<file path="src/rtl/spi_subnode_pkg.sv">
// spi_subnode_pkg: FSM states and command-byte layout for the SPI register subnode.
package spi_subnode_pkg;
    typedef enum logic [2:0] {IDLE, CMD, WR, RD, DRAIN} state_t;
    localparam int CMD_W  = 8;
    localparam int RD_BIT = 7;
    localparam int ADDR_W = 7;
endpackage

</file>
<file path="src/rtl/spi_regfile_subnode_if.sv">
// spi_regfile_subnode_if: SPI pin bundle between a bus master and the register subnode.
interface spi_regfile_subnode_if;
    logic sck;
    logic csb;
    logic mosi;
    logic miso;
    logic miso_oe;
    modport master (output sck, csb, mosi, input miso, miso_oe);
    modport slave (input sck, csb, mosi, output miso, miso_oe);
endinterface

</file>
<file path="src/rtl/spi_sync_edge.sv">
// spi_sync_edge: 2-flop synchroniser with one-clk rise/fall pulses on the synchronised level.
module spi_sync_edge #(
    parameter logic RST_VAL = 1'b0
) (
    input  logic clk,
    input  logic rst,
    input  logic d,
    output logic rise,
    output logic fall
);
    logic [2:0] r;
    always_ff @(posedge clk or posedge rst)
        if (rst) r <= {3{RST_VAL}};
        else r <= {r[1:0], d};
    assign rise = r[1] & ~r[2];
    assign fall = ~r[1] & r[2];
endmodule

</file>
<file path="src/rtl/spi_regfile_subnode.sv">
// spi_regfile_subnode: SPI mode-0 register file with burst writes, snapshot reads and a sticky frame error.
module spi_regfile_subnode
    import spi_subnode_pkg::*;
#(
    parameter int DATA_W = 128,
    parameter int NUM_WR = 3,
    parameter int NUM_RO = 5
) (
    input  logic                     clk,
    input  logic                     rst,
    spi_regfile_subnode_if.slave     spi,
    output logic [NUM_WR*DATA_W-1:0] wr_regs,
    output logic [NUM_WR-1:0]        wr_strobe,
    input  logic [NUM_RO*DATA_W-1:0] ro_regs,
    output logic                     frame_err
);
    localparam int CNT_W = $clog2(DATA_W);
    localparam int NUM_ALL = NUM_WR + NUM_RO;
    localparam logic [CNT_W-1:0] CMD_LAST = CNT_W'(CMD_W - 1);
    localparam logic [CNT_W-1:0] DATA_LAST = CNT_W'(DATA_W - 1);

    state_t state, state_n;
    logic sck_rise, sck_fall, csb_rise, csb_fall;
    logic [1:0] mosi_q;
    logic mosi_s;
    logic [CNT_W-1:0] bit_cnt;
    logic [CMD_W-2:0] cmd;
    logic [CMD_W-1:0] cmd_full;
    logic [ADDR_W-1:0] addr, addr_inc, cmd_addr;
    logic [DATA_W-2:0] shadow;
    logic [DATA_W-1:0] tx, word_cmd, word_next;
    logic [NUM_ALL*DATA_W-1:0] words;
    logic miso_r, oe_r, is_last, cmd_ok, last_wr, last_all;

    spi_sync_edge #(.RST_VAL(1'b0)) u_sck (.clk(clk), .rst(rst), .d(spi.sck), .rise(sck_rise), .fall(sck_fall));
    spi_sync_edge #(.RST_VAL(1'b1)) u_csb (.clk(clk), .rst(rst), .d(spi.csb), .rise(csb_rise), .fall(csb_fall));

    // mosi shares the sck synchroniser depth so a sampled bit lines up with its rise pulse
    always_ff @(posedge clk or posedge rst)
        if (rst) mosi_q <= '0;
        else mosi_q <= {mosi_q[0], spi.mosi};

    assign mosi_s   = mosi_q[1];
    assign cmd_full = {cmd, mosi_s};
    assign cmd_addr = cmd_full[ADDR_W-1:0];
    assign addr_inc = addr + 1'b1;
    assign is_last  = bit_cnt == (state == CMD ? CMD_LAST : DATA_LAST);
    assign cmd_ok   = cmd_full[RD_BIT] ? int'(cmd_addr) < NUM_ALL : int'(cmd_addr) < NUM_WR;
    assign last_wr  = int'(addr) == NUM_WR - 1;
    assign last_all = int'(addr) == NUM_ALL - 1;
    assign words    = {ro_regs, wr_regs};
    assign spi.miso    = miso_r;
    assign spi.miso_oe = oe_r;

    always_comb begin
        word_cmd = '0;
        word_next = '0;
        for (int i = 0; i < NUM_ALL; i++) begin
            if (cmd_addr == ADDR_W'(i)) word_cmd = words[i*DATA_W +: DATA_W];
            if (addr_inc == ADDR_W'(i)) word_next = words[i*DATA_W +: DATA_W];
        end
    end

    always_ff @(posedge clk or posedge rst)
        if (rst) state <= IDLE;
        else state <= state_n;

    always_comb begin
        state_n = state;
        if (csb_rise) state_n = IDLE;
        else if (state == IDLE) state_n = csb_fall ? CMD : IDLE;
        else if (sck_rise && is_last && state != DRAIN)
            state_n = state == CMD ? (!cmd_ok ? DRAIN : cmd_full[RD_BIT] ? RD : WR)
                    : state == WR  ? (last_wr ? DRAIN : WR)
                    : (last_all ? DRAIN : RD);
    end

    always_ff @(posedge clk or posedge rst)
        if (rst) begin
            wr_regs   <= '0;
            wr_strobe <= '0;
            frame_err <= 1'b0;
            bit_cnt   <= '0;
            cmd       <= '0;
            addr      <= '0;
            shadow    <= '0;
            tx        <= '0;
            miso_r    <= 1'b1;
            oe_r      <= 1'b0;
        end else begin
            wr_strobe <= '0;
            if (csb_rise) begin
                bit_cnt <= '0;
                miso_r  <= 1'b1;
                oe_r    <= 1'b0;
            end else begin
                if (csb_fall) begin
                    frame_err <= 1'b0;
                    bit_cnt   <= '0;
                end
                if (sck_rise && state inside {CMD, WR, RD}) bit_cnt <= is_last ? '0 : bit_cnt + 1'b1;
                if (sck_rise && state == CMD) begin
                    cmd <= cmd_full[CMD_W-2:0];
                    if (is_last) begin
                        addr <= cmd_addr;
                        if (!cmd_ok) frame_err <= 1'b1;
                        else if (cmd_full[RD_BIT]) begin
                            tx   <= word_cmd;
                            oe_r <= 1'b1;
                        end
                    end
                end
                if (sck_rise && state == WR) begin
                    shadow <= {shadow[DATA_W-3:0], mosi_s};
                    if (is_last) begin
                        for (int k = 0; k < NUM_WR; k++)
                            if (addr == ADDR_W'(k)) begin
                                wr_regs[k*DATA_W +: DATA_W] <= {shadow, mosi_s};
                                wr_strobe[k] <= 1'b1;
                            end
                        addr <= addr_inc;
                    end
                end
                // a word is only released once the master has sampled its last bit
                if (sck_rise && state == RD && is_last) begin
                    addr <= addr_inc;
                    if (last_all) begin
                        miso_r <= 1'b1;
                        oe_r   <= 1'b0;
                    end else tx <= word_next;
                end
                if (sck_fall && state == RD) begin
                    miso_r <= tx[DATA_W-1];
                    tx     <= {tx[DATA_W-2:0], 1'b0};
                end
            end
        end
endmodule

</file>
<file path="src/flat_wrapper.sv">
// flat-port wrapper written by rule: the top's interface ports become plain ports
module spi_regfile_subnode_flat import spi_subnode_pkg::*;
#(
    parameter int DATA_W = 128,
    parameter int NUM_WR = 3,
    parameter int NUM_RO = 5
)
  (clk, rst, wr_regs, wr_strobe, ro_regs, frame_err, spi_sck, spi_csb, spi_mosi, spi_miso, spi_miso_oe);
  spi_regfile_subnode_if spi_i ();
  input  logic clk;
  input  logic rst;
  output logic [NUM_WR*DATA_W-1:0] wr_regs;
  output logic [NUM_WR-1:0] wr_strobe;
  input  logic [NUM_RO*DATA_W-1:0] ro_regs;
  output logic frame_err;
  input wire logic [$bits(spi_i.sck)-1:0] spi_sck;
  input wire logic [$bits(spi_i.csb)-1:0] spi_csb;
  input wire logic [$bits(spi_i.mosi)-1:0] spi_mosi;
  output wire logic [$bits(spi_i.miso)-1:0] spi_miso;
  output wire logic [$bits(spi_i.miso_oe)-1:0] spi_miso_oe;
  assign spi_i.sck = spi_sck;
  assign spi_i.csb = spi_csb;
  assign spi_i.mosi = spi_mosi;
  assign spi_miso = spi_i.miso;
  assign spi_miso_oe = spi_i.miso_oe;
  spi_regfile_subnode #(.DATA_W(DATA_W), .NUM_WR(NUM_WR), .NUM_RO(NUM_RO)) u_core (.clk(clk), .rst(rst), .spi(spi_i), .wr_regs(wr_regs), .wr_strobe(wr_strobe), .ro_regs(ro_regs), .frame_err(frame_err));
endmodule
</file>
<file path="config.mk">
export PLATFORM = sky130hd
export DESIGN_NAME = spi_regfile_subnode_flat
export DESIGN_NICKNAME = d
export VERILOG_FILES = /design/src/rtl/spi_subnode_pkg.sv /design/src/rtl/spi_regfile_subnode_if.sv /design/src/rtl/spi_sync_edge.sv /design/src/rtl/spi_regfile_subnode.sv /design/src/flat_wrapper.sv
export SDC_FILE = /design/constraint.sdc
export NUM_CORES = 2
export LEC_CHECK = 0
export ABC_CLOCK_PERIOD_IN_PS = 34200
export BUFFER_PORTS_ARGS = -buffer_cell sky130_fd_sc_hd__clkbuf_2
export CAP_MARGIN = 20
export CELL_PAD_IN_SITES_DETAIL_PLACEMENT = 2
export CELL_PAD_IN_SITES_GLOBAL_PLACEMENT = 2
export CORE_AREA = 2 2 402 404
export CTS_CLUSTER_DIAMETER = 80
export DETAILED_ROUTE_END_ITERATION = 8
export DIE_AREA = 0 0 404 406
export MAX_ROUTING_LAYER = met4
export PLACE_DENSITY_LB_ADDON = 0.2
export SLEW_MARGIN = 0
export SYNTH_ARGS = -nofsm -noshare
export SYNTH_HDL_FRONTEND = slang
export SYNTH_HIERARCHICAL = 1
export SYNTH_SLANG_ARGS = --single-unit
export TNS_END_PERCENT = 1
</file>
<file path="constraint.sdc">
create_clock -name clk -period 34.2 [get_ports clk]
set_clock_uncertainty 0.2 [all_clocks]
set_input_delay 1.71 -clock clk [delete_from_list [all_inputs] [get_ports clk]]
set_output_delay 1.71 -clock clk [all_outputs]
set_load 0.05 [all_outputs]
</file>
## Word level (Yosys, flattened, before mapping)

Index checks and enable logic that the tools add are counted.

- Register bits: 677
- Input bits: 645
- Output and inout bits: 390
- Word-level logic and storage cells: 140

- Add/sub/neg operators: 2
- $lt $le $gt $ge: 2
- Eq/ne operators: 23
- Mux-type cells: 65
- Bitwise gates (word level): 9
- Reduce and logical (&&, ||, !) cells: 23

Operators by type and width:

| cell | number |
|---|---|
| $mux W128 | 23 |
| $mux W7 | 10 |
| $eq A7 B3 Y1 const B | 9 |
| $eq A7 B2 Y1 const B | 5 |
| $mux W3 | 11 |
| $eq A7 B1 Y1 const B | 3 |
| $logic_not A7 Y1 | 3 |
| $mux W1 | 21 |
| $reduce_bool A3 Y1 | 5 |
| $add A7 B1 Y7 const B | 2 |
| $reduce_and A4 Y1 | 3 |
| $logic_and A1 B1 Y1 | 8 |
| $eq A7 B4 Y1 const B | 1 |
| $eq A7 B7 Y1 | 1 |
| $lt A7 B2 Y1 const B | 1 |
| $lt A7 B4 Y1 const B | 1 |
| $eq A3 B2 Y1 const B | 2 |
| $reduce_and A2 Y1 | 3 |
| $not A1 Y1 | 5 |
| $and A1 B1 Y1 | 4 |
| $eq A3 B1 Y1 const B | 1 |
| $logic_not A3 Y1 | 1 |
| $ne A3 B3 Y1 const B | 1 |

## Depth between registers and ports, before layout

- Word-level depth: 16
- Depth in mapped cells: 13
- Mapped depth without buffers: 9

## Hierarchy

Netlist, hierarchy kept.

Modules (own cells, without submodules):

| module | instances | cells each | area an instance (um^2) | seq. area each (um^2) |
|---|---|---|---|---|
| spi_regfile_subnode | 1 | 5663 | 45039.4 | 16792.4 |
| spi_sync_edge (u_core.u_csb) | 1 | 6 | 97.6 | 78.8 |
| spi_sync_edge (u_core.u_sck) | 1 | 6 | 93.8 | 75.1 |

## Least setup slack after synthesis

OpenSTA, ideal clock, no wires.

- Path type: input -> register
- Start point: input ro_regs[127]
- End point: register u_core.tx[127]
- Library setup time: 0.094 ns
- Arrival: 2.833 ns
- Data required time: 33.906 ns
- Path slack: 31.073 ns
- Stages: 5
- Buffers on the path: 0
- Cell sequence: inv_1 > a221oi_1 > a21oi_1 > or4_1 > a221oi_2

- Cells in the longest elaborated chain, start to end: 12
- Elaborated cells on any way between the ends: 17
- Classes of those cells: 17 x mux

RTL lines:

| item | line | text |
|---|---|---|
| start, declared | flat_wrapper.sv:14 | `input logic [NUM_RO*DATA_W-1:0] ro_regs;` |
| $mux W128 (5 in series) | spi_regfile_subnode.sv:59 | `if (cmd_addr == ADDR_W'(i)) word_cmd = words[i*DATA_W +: DATA_W];` |
| $mux W128 | spi_regfile_subnode.sv:107 | `else if (cmd_full[RD_BIT]) begin` |
| $mux W128 | spi_regfile_subnode.sv:106 | `if (!cmd_ok) frame_err <= 1'b1;` |
| $mux W128 | spi_regfile_subnode.sv:104 | `if (is_last) begin` |
| $mux W128 | spi_regfile_subnode.sv:102 | `if (sck_rise && state == CMD) begin` |
| $mux W128 | spi_regfile_subnode.sv:127 | `if (last_all) begin` |
| $mux W128 * | spi_regfile_subnode.sv:125 | `if (sck_rise && state == RD && is_last) begin` |
| $mux W128 * | spi_regfile_subnode.sv:132 | `if (sck_fall && state == RD) begin` |
| end signal, assigned | spi_regfile_subnode.sv:108 | `tx <= word_cmd;` |
| end signal, assigned | spi_regfile_subnode.sv:130 | `end else tx <= word_next;` |
| end signal, assigned | spi_regfile_subnode.sv:134 | `tx <= {tx[DATA_W-2:0], 1'b0};` |
| end, declared | spi_regfile_subnode.sv:31 | `logic [DATA_W-1:0] tx, word_cmd, word_next;` |

Mark *: on every way between the ends. The rest lies on a longest branch, timed or not.
A chain may end at the register's enable or synchronous reset.

## Worst setup path after layout

- Start point: register u_core.addr[0]
- End point: register u_core.tx[53]

- Cells in the longest elaborated chain, start to end: 13
- Elaborated cells on any way between the ends: 21
- Classes of those cells: 1 x add/sub; 8 x eq/ne; 11 x mux; 1 x reduce/logical

RTL lines:

| item | line | text |
|---|---|---|
| start, declared | spi_regfile_subnode.sv:29 | `logic [ADDR_W-1:0] addr, addr_inc, cmd_addr;` |
| start signal, assigned | spi_regfile_subnode.sv:105 | `addr <= cmd_addr;` |
| start signal, assigned | spi_regfile_subnode.sv:121 | `addr <= addr_inc;` |
| start signal, assigned | spi_regfile_subnode.sv:126 | `addr <= addr_inc;` |
| $add A7 B1 Y7 | spi_regfile_subnode.sv:46 | `assign addr_inc = addr + 1'b1;` |
| $logic_not A7 Y1 | spi_regfile_subnode.sv:60 | `if (addr_inc == ADDR_W'(i)) word_next = words[i*DATA_W +: DATA_W];` |
| $mux W128 (8 in series) | spi_regfile_subnode.sv:60 |  |
| $mux W128 * | spi_regfile_subnode.sv:127 |  |
| $mux W128 * | spi_regfile_subnode.sv:125 |  |
| $mux W128 * | spi_regfile_subnode.sv:132 |  |

Marks and branches as above.

==> impl_summary.md <==
Clock network
The buffers inserted during post-CTS setup optimization is 0. The number of gates resized after CTS was 0. The H-tree was split into 3 levels. The clock passes through at most 3 buffers. The clock root buffer is sky130_fd_sc_hd__clkbuf_16. The clock latency on the worst-skew pair is 0.74 ns.

The count of hold-fix buffers inserted at cts is 0. Buffers inserted during clock tree synthesis total 91. The clock transition at the registers of the reported paths is 0.06 ns. The clock net in this run drives a total of 677 sinks. TritonCTS built the clock tree.

Floorplan
The die extent in y is 406 µm. The die covers 0.164 mm². In this run the standard cell core region covers 0.160 mm².

For this configuration, the core starts out at a cell density of 28.3%. In this run the core area contains 147 standard-cell rows. The floorplan step set the die width to 404 µm. The number of top-level pins is 1035.

Pwr
The analysis attributes to cell leakage a power of 25.5 nW. Per report_power, the sequential group accounts for 32.8% of the total. Per report_power, the clock group accounts for 38.7% of the total. For this design the total switching power over the nets is 1.07 mW.

The internal power of the cells totals 1.61 mW. In this run the power density over the cells is 48.0 mW/mm². The design draws 2.68 mW. In this run switching power makes up 40.0% of total power.

In this run, the combinational gates consume 28.5% of the power. The maximum ir drop on the vdd rail is 40.4 µV.

Placed design
The setup slack at placement is 28.61 ns. Routability-driven placement finished with a final weighted congestion of 1.03. The post-detailed-placement half-perimeter wirelength is 268000 µm. The count of buffers inserted at the top-level ports is 1034. Summing all placed instances gives a cell area of 0.0521 mm².

Timing
Setup violations remaining at the end of the flow were counted as 0. Static timing analysis puts the maximum clock frequency at 169 MHz. For the pin with the worst max-slew slack, the measured transition is 1.32 ns. The portion of the clock cycle consumed by the worst path in the final layout is 17.3%. In the post-route analysis, the smallest setup slack over all paths is 28.29 ns. In this run the tightest slew margin relative to its limit is 11.7%.

The count of final hold-check violations is 0. The minimum period implied by the final worst setup slack is 5.91 ns. The final max-slew violation count is 0.

Setup repair after global routing left no endpoint under its margin. In the final timing run, aggregate negative setup slack is 0 ns.

Finish
The layout net count is 7026. The total of fill cells in the finished design is 18400. The share of cells above drive strength 1 is 25.1%. The sequential cells in the finished layout cover a total of 0.0170 mm².

Compared with the post-synthesis result, the final layout area differs by 23.2%. The multi-input combinational cells in the finished layout cover a total of 0.0262 mm². The post-route cell area is 0.0557 mm².

Worst setup path
Walking the worst path, the cells encountered are ha_2, buf_4, nor2b_4, buf_4, buf_4, a221oi_1, nor3_1, a21oi_1, o21ai_0, nand4_1, o21ai_0. The worst setup path is of the register to register kind. The most repeated library cell on the critical path is sky130_fd_sc_hd__buf_4.

The largest stage delay on the critical path is 1.01 ns. Across all register-to-register paths, the minimum setup slack is 28.29 ns. In this design, the largest share of critical-path delay is due to buffers and inverters. The kind of end point of the critical path is a register. In this run the critical register-to-register path is launched from u_core/addr[0]. Measured in cells, the most critical reg-to-reg path has a length of 11. The count of buffering cells on the critical path with inverters included is 3. The critical path crosses 11 cells after its start point. The slowest stage cell on the critical path is sky130_fd_sc_hd__nor2b_4. The highest net fanout along the worst path is 53.

The type of origin of the critical path is a register. For the worst setup path, the data arrival time is 6.35 ns. The worst register-to-register path ends at u_core/tx[53]. For the worst setup path, the data required time is 34.64 ns.

Route
Routed signal wires occupy layers up through met4. The routed metal-1 wire length is 155000 µm. The initial detailed-routing violation count is 7809. The sum of routed wire length over all layers is 364000 µm. The detailed-route via count is 56200. After detailed routing, the met2 layer carries 146000 µm of wire. In the routed layout, each cell is associated on average with a via count of 6.49. The count of TritonRoute iterations in the first routing pass is 8. After detailed routing, the met3 layer carries 47100 µm of wire. The routed wire length per instance is 42.0 µm. The number of nets with antenna violations after routing is 0. In the routed design, unresolved DRC markers number 0.

Min path
The class of the tightest hold or removal check is register to register. The startpoint of the most critical hold path is u_core/u_csb/r[1]. The number of stages on the worst hold path is 0. For hold timing, the worst endpoint is u_core/u_csb/r[2].

GRT
The first-pass GRT wire length is 486000 µm. The number of antenna violations at the first check in global routing is 152. The all-layer global routing usage is 43.9%.

After global routing the overflow that remains totals 0. The largest net degree at the start of global routing is 131. The via count of the first global-routing pass is 55000.

Synthesis
The post-synthesis cell type count is 88. Of all cell types, the one taking the most synthesized area is sky130_fd_sc_hd__dfrtp_1. Synthesis produced a netlist with a net count of 6326. The number of warnings printed during yosys synthesis is 6.

The number of flops mapped to enable cells by yosys is 0. The post-synthesis async set-or-reset flop share is 100%. The mean post-synth cell area is 7.97 µm². The synthesized netlist occupies a cell area of 0.0452 mm². The number of register bits inferred by synthesis is 677. Sequential cells were found to cover 37.5% of the synthesized design area. The most used flip-flop cell after synthesis is sky130_fd_sc_hd__dfrtp_1. The top cell type's share of synthesized area is 37.2%. The gate count of the mapped netlist is 5675. In the post-synthesis netlist, the biggest area contributors are sky130_fd_sc_hd__dfrtp_1, sky130_fd_sc_hd__nand2_1, sky130_fd_sc_hd__o21ai_0, sky130_fd_sc_hd__a21oi_1, sky130_fd_sc_hd__mux2_2.

Job
Across the run, the number of max-cap violations was 0.

Outcome
The run finished with clean final reports.
[through the flow]
stage / util, % / hold slack, ns / std cells
final: 34.9 / 0.180 / 8666
after global routing: 34.9 / 0.188 / 8651
after CTS: 34.6 / 0.181 / 8521
after detailed placement: 32.6 / 0.165 / 8353
after global placement: 32.6 / 0.160 / 8353
after floorplan: - / 0.131 / 5675
[layer usage]
metal | GRT usage (%) | vias to the layer above
met1 | 58.7 | 29700
met3 | 18.2 | 550
met2 | 57.1 | 3586
li1 | - | 22400
met4 | 18.7 | 0
met5 | - | -
[worst max-delay path by stage]
| stage | start | endpoint |
|---|---|---|
| after global placement | u_core/u_sck/r[2] | u_core/wr_regs[29] |
| after detailed placement | u_core/u_sck/r[1] | u_core/wr_regs[28] |
| after floorplan | rst | u_core/addr[0] |
| after global routing | u_core/u_sck/r[1] | u_core/wr_regs[28] |
| final | u_core/addr[0] | u_core/tx[53] |
| after CTS | u_core/u_sck/r[1] | u_core/wr_regs[21] |
[cell type report]
cell class	count	share of cell area (%)
diodes	130	0.584
clock buffers	121	4.54
clock inverters	47	1.11
inverters	44	0.337
multi-input cells	4397	47.1
flip-flops and latches	677	30.4
well taps	2086	4.68
repair buffers	1164	11.2
[state kept, by name, summed over array words and instances (netlist names)]
signal and cells:
u_core/frame_err 1, u_core/state 3, u_core/mosi_q 2, u_core/wr_strobe 3, u_core/shadow 127, u_core/u_sck/r 3, u_core/wr_regs 384, u_core/cmd 7
u_core/bit_cnt 7, u_core/addr 7, u_core/tx 128, u_core/u_csb/r 3, u_core/spi.miso_oe 1, u_core/spi.miso 1
[synth_stat cells, types with 42 or more instances]
master,number
sky130_fd_sc_hd__o31ai_1,81
sky130_fd_sc_hd__a22oi_1,102
sky130_fd_sc_hd__nand2_1,1427
sky130_fd_sc_hd__o2bb2ai_1,59
sky130_fd_sc_hd__clkbuf_1,448
sky130_fd_sc_hd__o211ai_1,78
sky130_fd_sc_hd__o22ai_1,178
sky130_fd_sc_hd__mux4_2,48
sky130_fd_sc_hd__nand3_1,67
sky130_fd_sc_hd__mux2i_1,121
sky130_fd_sc_hd__buf_1,60
sky130_fd_sc_hd__inv_1,42
sky130_fd_sc_hd__nor2_1,293
sky130_fd_sc_hd__buf_2,44
sky130_fd_sc_hd__mux2_2,175
sky130_fd_sc_hd__nor3_1,142
sky130_fd_sc_hd__o221ai_1,56
sky130_fd_sc_hd__nand4_1,50
sky130_fd_sc_hd__a211oi_1,63
sky130_fd_sc_hd__a21oi_1,414
sky130_fd_sc_hd__dfrtp_1,673
sky130_fd_sc_hd__o21ai_0,415
sky130_fd_sc_hd__o22a_1,63
sky130_fd_sc_hd__a221o_1,64
sky130_fd_sc_hd__or3_1,56
sky130_fd_sc_hd__a221oi_1,142
[power by group through the flow]
stage / clock [mW] / sequential (mW) / combinational [mW]
2_1_floorplan: 0 / 0.851 / 0.350
3_3_place_gp: 0 / 0.886 / 0.694
3_5_place_dp: 0 / 0.887 / 0.703
4_1_cts: 1.04 / 0.873 / 0.705
5_1_grt: 1.07 / 0.877 / 0.768
6_report: 1.03 / 0.877 / 0.764
[cells by family (layout without fill, tap and decap cells)]
| kind of cell | count (synthesis) | after routing | share of synthesized area, % |
|---|---|---|---|
| adders and majority gates | 6 | 6 | 0.166 |
| xor gates and xnor gates | 2 | 2 | 0.0387 |
| and+or+nand+nor | 2154 | 2154 | 20.0 |
| DFF | 677 | 677 | 37.5 |
| other | 0 | 130 | 0 |
| muxes | 344 | 344 | 9.42 |
| AOI/OAI and AO/OA | 1891 | 1891 | 27.7 |
| buffers and inverters | 601 | 1376 | 5.18 |
[placed cells by master (no fill, tap or decap), types with 16 or more instances in the layout]
| master | count |
|---|---|
| sky130_fd_sc_hd__a211oi_1 | 63 |
| sky130_fd_sc_hd__a21oi_1 | 414 |
| sky130_fd_sc_hd__a221o_1 | 64 |
| sky130_fd_sc_hd__a221oi_1 | 142 |
| sky130_fd_sc_hd__a222oi_1 | 18 |
| sky130_fd_sc_hd__a22oi_1 | 102 |
| sky130_fd_sc_hd__a31oi_1 | 23 |
| sky130_fd_sc_hd__buf_4 | 110 |
| sky130_fd_sc_hd__clkbuf_1 | 16 |
| sky130_fd_sc_hd__clkbuf_16 | 92 |
| sky130_fd_sc_hd__clkbuf_2 | 1034 |
| sky130_fd_sc_hd__clkinv_2 | 23 |
| sky130_fd_sc_hd__dfrtp_1 | 670 |
| sky130_fd_sc_hd__diode_2 | 130 |
| sky130_fd_sc_hd__inv_1 | 35 |
| sky130_fd_sc_hd__mux2_2 | 175 |
| sky130_fd_sc_hd__mux2i_1 | 121 |
| sky130_fd_sc_hd__mux4_2 | 48 |
| sky130_fd_sc_hd__nand2_1 | 1423 |
| sky130_fd_sc_hd__nand3_1 | 64 |
| sky130_fd_sc_hd__nand4_1 | 50 |
| sky130_fd_sc_hd__nor2_1 | 284 |
| sky130_fd_sc_hd__nor3_1 | 137 |
| sky130_fd_sc_hd__nor4_1 | 18 |
| sky130_fd_sc_hd__o211ai_1 | 78 |
| sky130_fd_sc_hd__o21a_1 | 30 |
| sky130_fd_sc_hd__o21ai_0 | 414 |
| sky130_fd_sc_hd__o21ai_1 | 28 |
| sky130_fd_sc_hd__o221ai_1 | 56 |
| sky130_fd_sc_hd__o22a_1 | 63 |
| sky130_fd_sc_hd__o22ai_1 | 178 |
| sky130_fd_sc_hd__o2bb2ai_1 | 59 |
| sky130_fd_sc_hd__o311ai_0 | 18 |
| sky130_fd_sc_hd__o31ai_1 | 81 |
| sky130_fd_sc_hd__or3_1 | 56 |
No activity file was read; power rests on OpenSTA's default activity.
